--- config.mk ---
export PLATFORM = sky130hd
export DESIGN_NAME = resizer_stream_arbiter
export DESIGN_NICKNAME = d
export VERILOG_FILES = /design/src/rtl/resizer_stream_arbiter.sv
export SDC_FILE = /design/constraint.sdc
export NUM_CORES = 1
export LEC_CHECK = 0
export CELL_PAD_IN_SITES_DETAIL_PLACEMENT = 1
export CELL_PAD_IN_SITES_GLOBAL_PLACEMENT = 2
export CORE_MARGIN = 8
export CORE_UTILIZATION = 17
export DETAILED_ROUTE_END_ITERATION = 12
export GPL_ROUTABILITY_DRIVEN = 1
export PLACE_DENSITY = 0.84
export RECOVER_POWER = 25
export SYNTH_ARGS = -nofsm -noshare
export SYNTH_HDL_FRONTEND = slang
export SYNTH_SLANG_ARGS = --single-unit
--- constraint.sdc ---
create_clock -name clk -period 1.7 [get_ports clk]
set_clock_uncertainty 0.1 [all_clocks]
set_input_delay 0.34 -clock clk [delete_from_list [all_inputs] [get_ports clk]]
set_output_delay 0.34 -clock clk [all_outputs]
set_load 0.01 [all_outputs]
--- src/rtl/resizer_stream_arbiter.sv ---
// Packet-level round-robin arbiter: shares one stream sink between N_REQ requesters.
// A grant is held from the first beat until the granted requester's last beat handshakes.
module resizer_stream_arbiter #(
    parameter int unsigned N_REQ        = 3,
    parameter int unsigned T_DATA_WIDTH = 1,
    parameter int unsigned M_KEEP_WIDTH = 2,
    parameter int unsigned IDX_W        = $clog2(N_REQ)
) (
    input  logic                                     clk,
    input  logic                                     rst_n,
    input  logic [N_REQ-1:0]                         s_valid_i,
    output logic [N_REQ-1:0]                         s_ready_o,
    input  logic [N_REQ-1:0]                         s_last_i,
    input  logic [N_REQ*M_KEEP_WIDTH-1:0]            s_keep_i,
    input  logic [N_REQ*M_KEEP_WIDTH*T_DATA_WIDTH-1:0] s_data_i,
    output logic                                     m_valid_o,
    input  logic                                     m_ready_i,
    output logic                                     m_last_o,
    output logic [M_KEEP_WIDTH-1:0]                  m_keep_o,
    output logic [M_KEEP_WIDTH*T_DATA_WIDTH-1:0]     m_data_o,
    output logic [IDX_W-1:0]                         grant_o,
    output logic                                     busy_o
);

    localparam int unsigned BEAT_W = M_KEEP_WIDTH * T_DATA_WIDTH;

    typedef enum logic {
        IDLE = 1'b0,
        LOCK = 1'b1
    } state_t;

    state_t           r_state;
    state_t           w_state_nxt;
    logic [IDX_W-1:0] r_grant;
    logic [IDX_W-1:0] r_last_grant;
    logic [IDX_W-1:0] w_grant_nxt;
    logic [IDX_W-1:0] w_last_grant_nxt;
    logic [IDX_W-1:0] w_cand;
    logic [IDX_W-1:0] w_sel;
    logic             w_sel_vld;

    assign grant_o = r_grant;

    // State, grant and round-robin pointer registers
    always_ff @(posedge clk or negedge rst_n) begin
        if (!rst_n) begin
            r_state      <= IDLE;
            r_grant      <= '0;
            r_last_grant <= IDX_W'(N_REQ - 1);
        end else begin
            r_state      <= w_state_nxt;
            r_grant      <= w_grant_nxt;
            r_last_grant <= w_last_grant_nxt;
        end
    end

    // Round-robin scan, next-state logic and zero-latency passthrough of the granted channel
    always_comb begin
        w_state_nxt      = r_state;
        w_grant_nxt      = r_grant;
        w_last_grant_nxt = r_last_grant;
        s_ready_o        = '0;
        m_valid_o        = 1'b0;
        m_last_o         = 1'b0;
        m_keep_o         = '0;
        m_data_o         = '0;
        busy_o           = 1'b0;
        w_sel            = r_last_grant;
        w_sel_vld        = 1'b0;
        w_cand           = r_last_grant;

        // Scan last_grant+1 .. last_grant+N_REQ, wrapping so no index >= N_REQ is produced
        for (int unsigned i = 0; i < N_REQ; i++) begin
            w_cand = (w_cand == IDX_W'(N_REQ - 1)) ? '0 : w_cand + IDX_W'(1);
            if (!w_sel_vld && s_valid_i[w_cand]) begin
                w_sel     = w_cand;
                w_sel_vld = 1'b1;
            end
        end

        case (r_state)
            IDLE: begin
                if (w_sel_vld) begin
                    w_grant_nxt = w_sel;
                    w_state_nxt = LOCK;
                end
            end
            LOCK: begin
                busy_o = 1'b1;
                for (int unsigned r = 0; r < N_REQ; r++) begin
                    if (IDX_W'(r) == r_grant) begin
                        m_valid_o    = s_valid_i[r];
                        m_last_o     = s_last_i[r];
                        m_keep_o     = s_keep_i[r*M_KEEP_WIDTH +: M_KEEP_WIDTH];
                        m_data_o     = s_data_i[r*BEAT_W +: BEAT_W];
                        s_ready_o[r] = m_ready_i;
                    end
                end
                if (m_valid_o && m_ready_i && m_last_o) begin
                    w_last_grant_nxt = r_grant;
                    w_state_nxt      = IDLE;
                end
            end
            default: begin
                w_state_nxt = IDLE;
            end
        endcase
    end

endmodule

==> impl_metrics.py <==
metrics = {
    "run_status": {
        "status": "complete, but fails checks",
        "violations": "negative setup slack",
    },
    "yosys": {
        "syn_area_per_cell_um2": 9.55,
        "syn_inst": 49,
        "synthFlopType": "dfrtp_1",
        "syn_nets": 70,
        "netlist_area_um2": 468,
        "yosysSeqAreaShare_pct": 27.0,
        "yosysWarnings": 0,
        "synth_edf_count": 0,
        "ys_ff_latch": 5,
        "async_reset_ff_share_pct": 100,
        "synth_cell_type_count": 24,
    },
    "critical_path": {
        "slowest_delay_ps": 420,
        "critPathSlowestCell": "dfrtp_2",
        "crit_buf_inv": 2,
        "worst_path_most_repeated_cell": "nor2_1",
        "rr_worst_depth": 6,
        "crit_type": "flop to output port",
        "end_kind": "output port",
        "critical-path-top-delay-family": "flip-flops",
        "timing.rr.start": "grant_o[0]",
        "crit_required_ps": 1260,
        "critPathMaxFanout": 6,
        "crit_chain": "buf_6 -> mux2i_2 -> nor2_1 -> a21oi_1 -> nor2_1 -> buf_2",
        "reg2reg_slack_ps": 20,
        "critPathLaunchType": "flop",
        "r2r-end": "r_last_grant[0]",
        "arrival_ps": 1420,
    },
    "clocking": {
        "cts.clk_slew.worst_paths_ps": 50,
        "clk_latency_ps": 240,
        "cts_tree": "yes",
        "root_buffer": "clkbuf_4",
        "clock_path_buffers": 2,
        "cts_buffers": 3,
        "clkSinkCount": 5,
        "htreeDepth": 1,
    },
    "layout": {
        "areaGrowthSynthToFinish_pct": 107,
        "diodes": 0,
        "regArea_um2": 129,
        "fill_cells": 326,
        "layout.nets": 123,
        "final_util_pct": 36.1,
        "multi_input_area_um2": 345,
        "stdcell_area_um2": 971,
        "fin_cells": 132,
        "drive_above_1_share_pct": 46.5,
    },
    "timing": {
        "finalHoldViolCount": 0,
        "max_clock_freq_mhz": 538,
        "rsz0062_at_grt": "true",
        "period_needed_ps": 1860,
        "slew_headroom_pct": 81.5,
        "finalMaxSlewViolations": 0,
        "fin_crit_sh_pct": 109,
        "finalSetupViolations": 8,
        "tightest_slew_ps": 275,
        "timing.final.ws_setup_ps": -158,
    },
    "hold_path": {
        "min_path_type": "primary input to async pin",
    },
    "detailed_routing": {
        "wl_per_cell_um": 14.6,
        "routed_wl_um": 1930,
        "drtIter0Drc": 12,
        "viasPerCell": 4.42,
        "vias": 583,
        "drtPass1Iterations": 3,
        "postRouteAntennaNets": 0,
        "route.detailed.drc": 0,
    },
    "placement": {
        "gp_congestion": 0.734,
        "dpl-instance-area_um2": 913,
        "port_buffers": 32,
        "numPlacedInstances": 124,
        "place_hpwl_um": 1600,
    },
    "pwr": {
        "combPwrFrac_pct": 72.8,
        "sw_frac_of_total_pct": 39.1,
        "ir_drop_mv": 0.553,
        "p_sw_uw": 565,
        "seqPwrFrac_pct": 17.7,
        "clkPwrFrac_pct": 9.4,
        "p_total_mw": 1.45,
        "p_int_uw": 881,
        "pwr_density_cell_nw_per_um2": 1490,
        "p_leak_nw": 0.454,
    },
    "global_routing": {
        "antenna_found_initial": 0,
        "grt_busiest_layer": "met2",
        "use_met3_pct": 1.96,
        "grt_pass1_wl_um": 2910,
        "use_met1_pct": 8.00,
        "grt-ovfl-total": 0,
        "grtUsageTotal_pct": 8.39,
        "first_global_vias": 651,
        "grt_max_degree": 9,
        "met2_usage_pct": 15.3,
    },
    "die": {
        "core-area_um2": 2690,
        "die_w_um": 68.5,
        "ioPinCount": 33,
        "die_h_um": 68.5,
        "start_util_pct": 17.4,
        "die_area_um2": 4690,
        "num_rows": 19,
    },
    "job": {
        "maxCapViolCount": 0,
    },
}
## cells in the final DEF, fill, tap and decap left out, types with 2 or more instances in the layout
cell and count:
clkdlybuf4s50_1 17, buf_4 16, nor2_1 9, buf_2 7
dlygate4sd2_1 5, nor2b_1 4, mux2i_2 4, a21oi_1 4
clkbuf_4 3, buf_6 3, mux2i_1 2, mux2_4 2
a32o_1 2, dfrtp_2 2, dfrtp_1 2
## worst max path at each step
stage,from,to,slack [ps],cells after the start
global placement,s_valid_i[2],m_valid_o,-460,5
finish,grant_o[0],m_data_o[0],-160,6
global route,grant_o[0],m_data_o[0],-230,6
floorplan,grant_o[1],m_data_o[0],130,4
detailed placement,s_valid_i[2],m_valid_o,-460,5
CTS,grant_o[0],m_keep_o[0],-160,6
## timing repair
item,CTS,global route
setup endpoints to repair,12,9
pin swaps,2,1
setup buffers,4,0
hold buffers,0,0
gates resized for setup,49,3
## synth_stat cells, drive strengths merged, types with 2 or more instances
master | number | area share (%)
mux2i | 6 | 13
a21oi | 4 | 4.3
nor2b | 5 | 6.7
inv | 2 | 1.6
buf | 2 | 4.0
nor2 | 9 | 7.2
a32o | 2 | 4.3
o21ai | 2 | 2.9
dfrtp | 4 | 21
mux2 | 2 | 6.4
## power by group through the flow
stage,Sequential [mW],Combinational [mW],Clock (mW)
2_1_floorplan,0.244,0.507,0
3_3_place_gp,0.254,1.03,0
3_5_place_dp,0.256,1.05,0
4_1_cts,0.258,1.04,0.145
5_1_grt,0.268,1.13,0.148
6_report,0.257,1.05,0.136
## kinds of logic (layout without fill, tap and decap cells)
family / after synthesis / after routing / synth area share (%)
AOI/OAI and AO/OA: 13 / 13 / 21.7
buffers and inverters: 4 / 56 / 5.61
DFF: 5 / 5 / 27.0
muxes: 8 / 8 / 19.3
and+or+nand+nor: 19 / 19 / 26.5
## per-stage QoR
step / setup TNS, ps / hold WS, ps / setup WS [ps]
floorplan: 0 / -55.6 / 134
global placement: -3620 / 438 / -464
detailed placement: -3850 / 459 / -461
CTS: -872 / 212 / -162
global route: -1370 / 309 / -226
finish: -749 / 291 / -158
## sequential cells by signal, indices dropped and copies added (netlist names)
signal	cells
r_last_grant	2
grant_o	2
r_state	1
## layer usage
layer,wire [um],share of wire (%)
met2,1130,58
met1,658,34
met4,27,1.4
met3,114,5.9
met5,0,0
## final cells by class
cell class / count / share of cell area (%)
clock buffers: 4 / 2.71
inverters: 2 / 0.773
multi-input cells: 40 / 35.6
flip-flops and latches: 5 / 13.3
well taps: 31 / 3.99
repair buffers: 50 / 43.7
No activity file was read; power rests on OpenSTA's default activity.
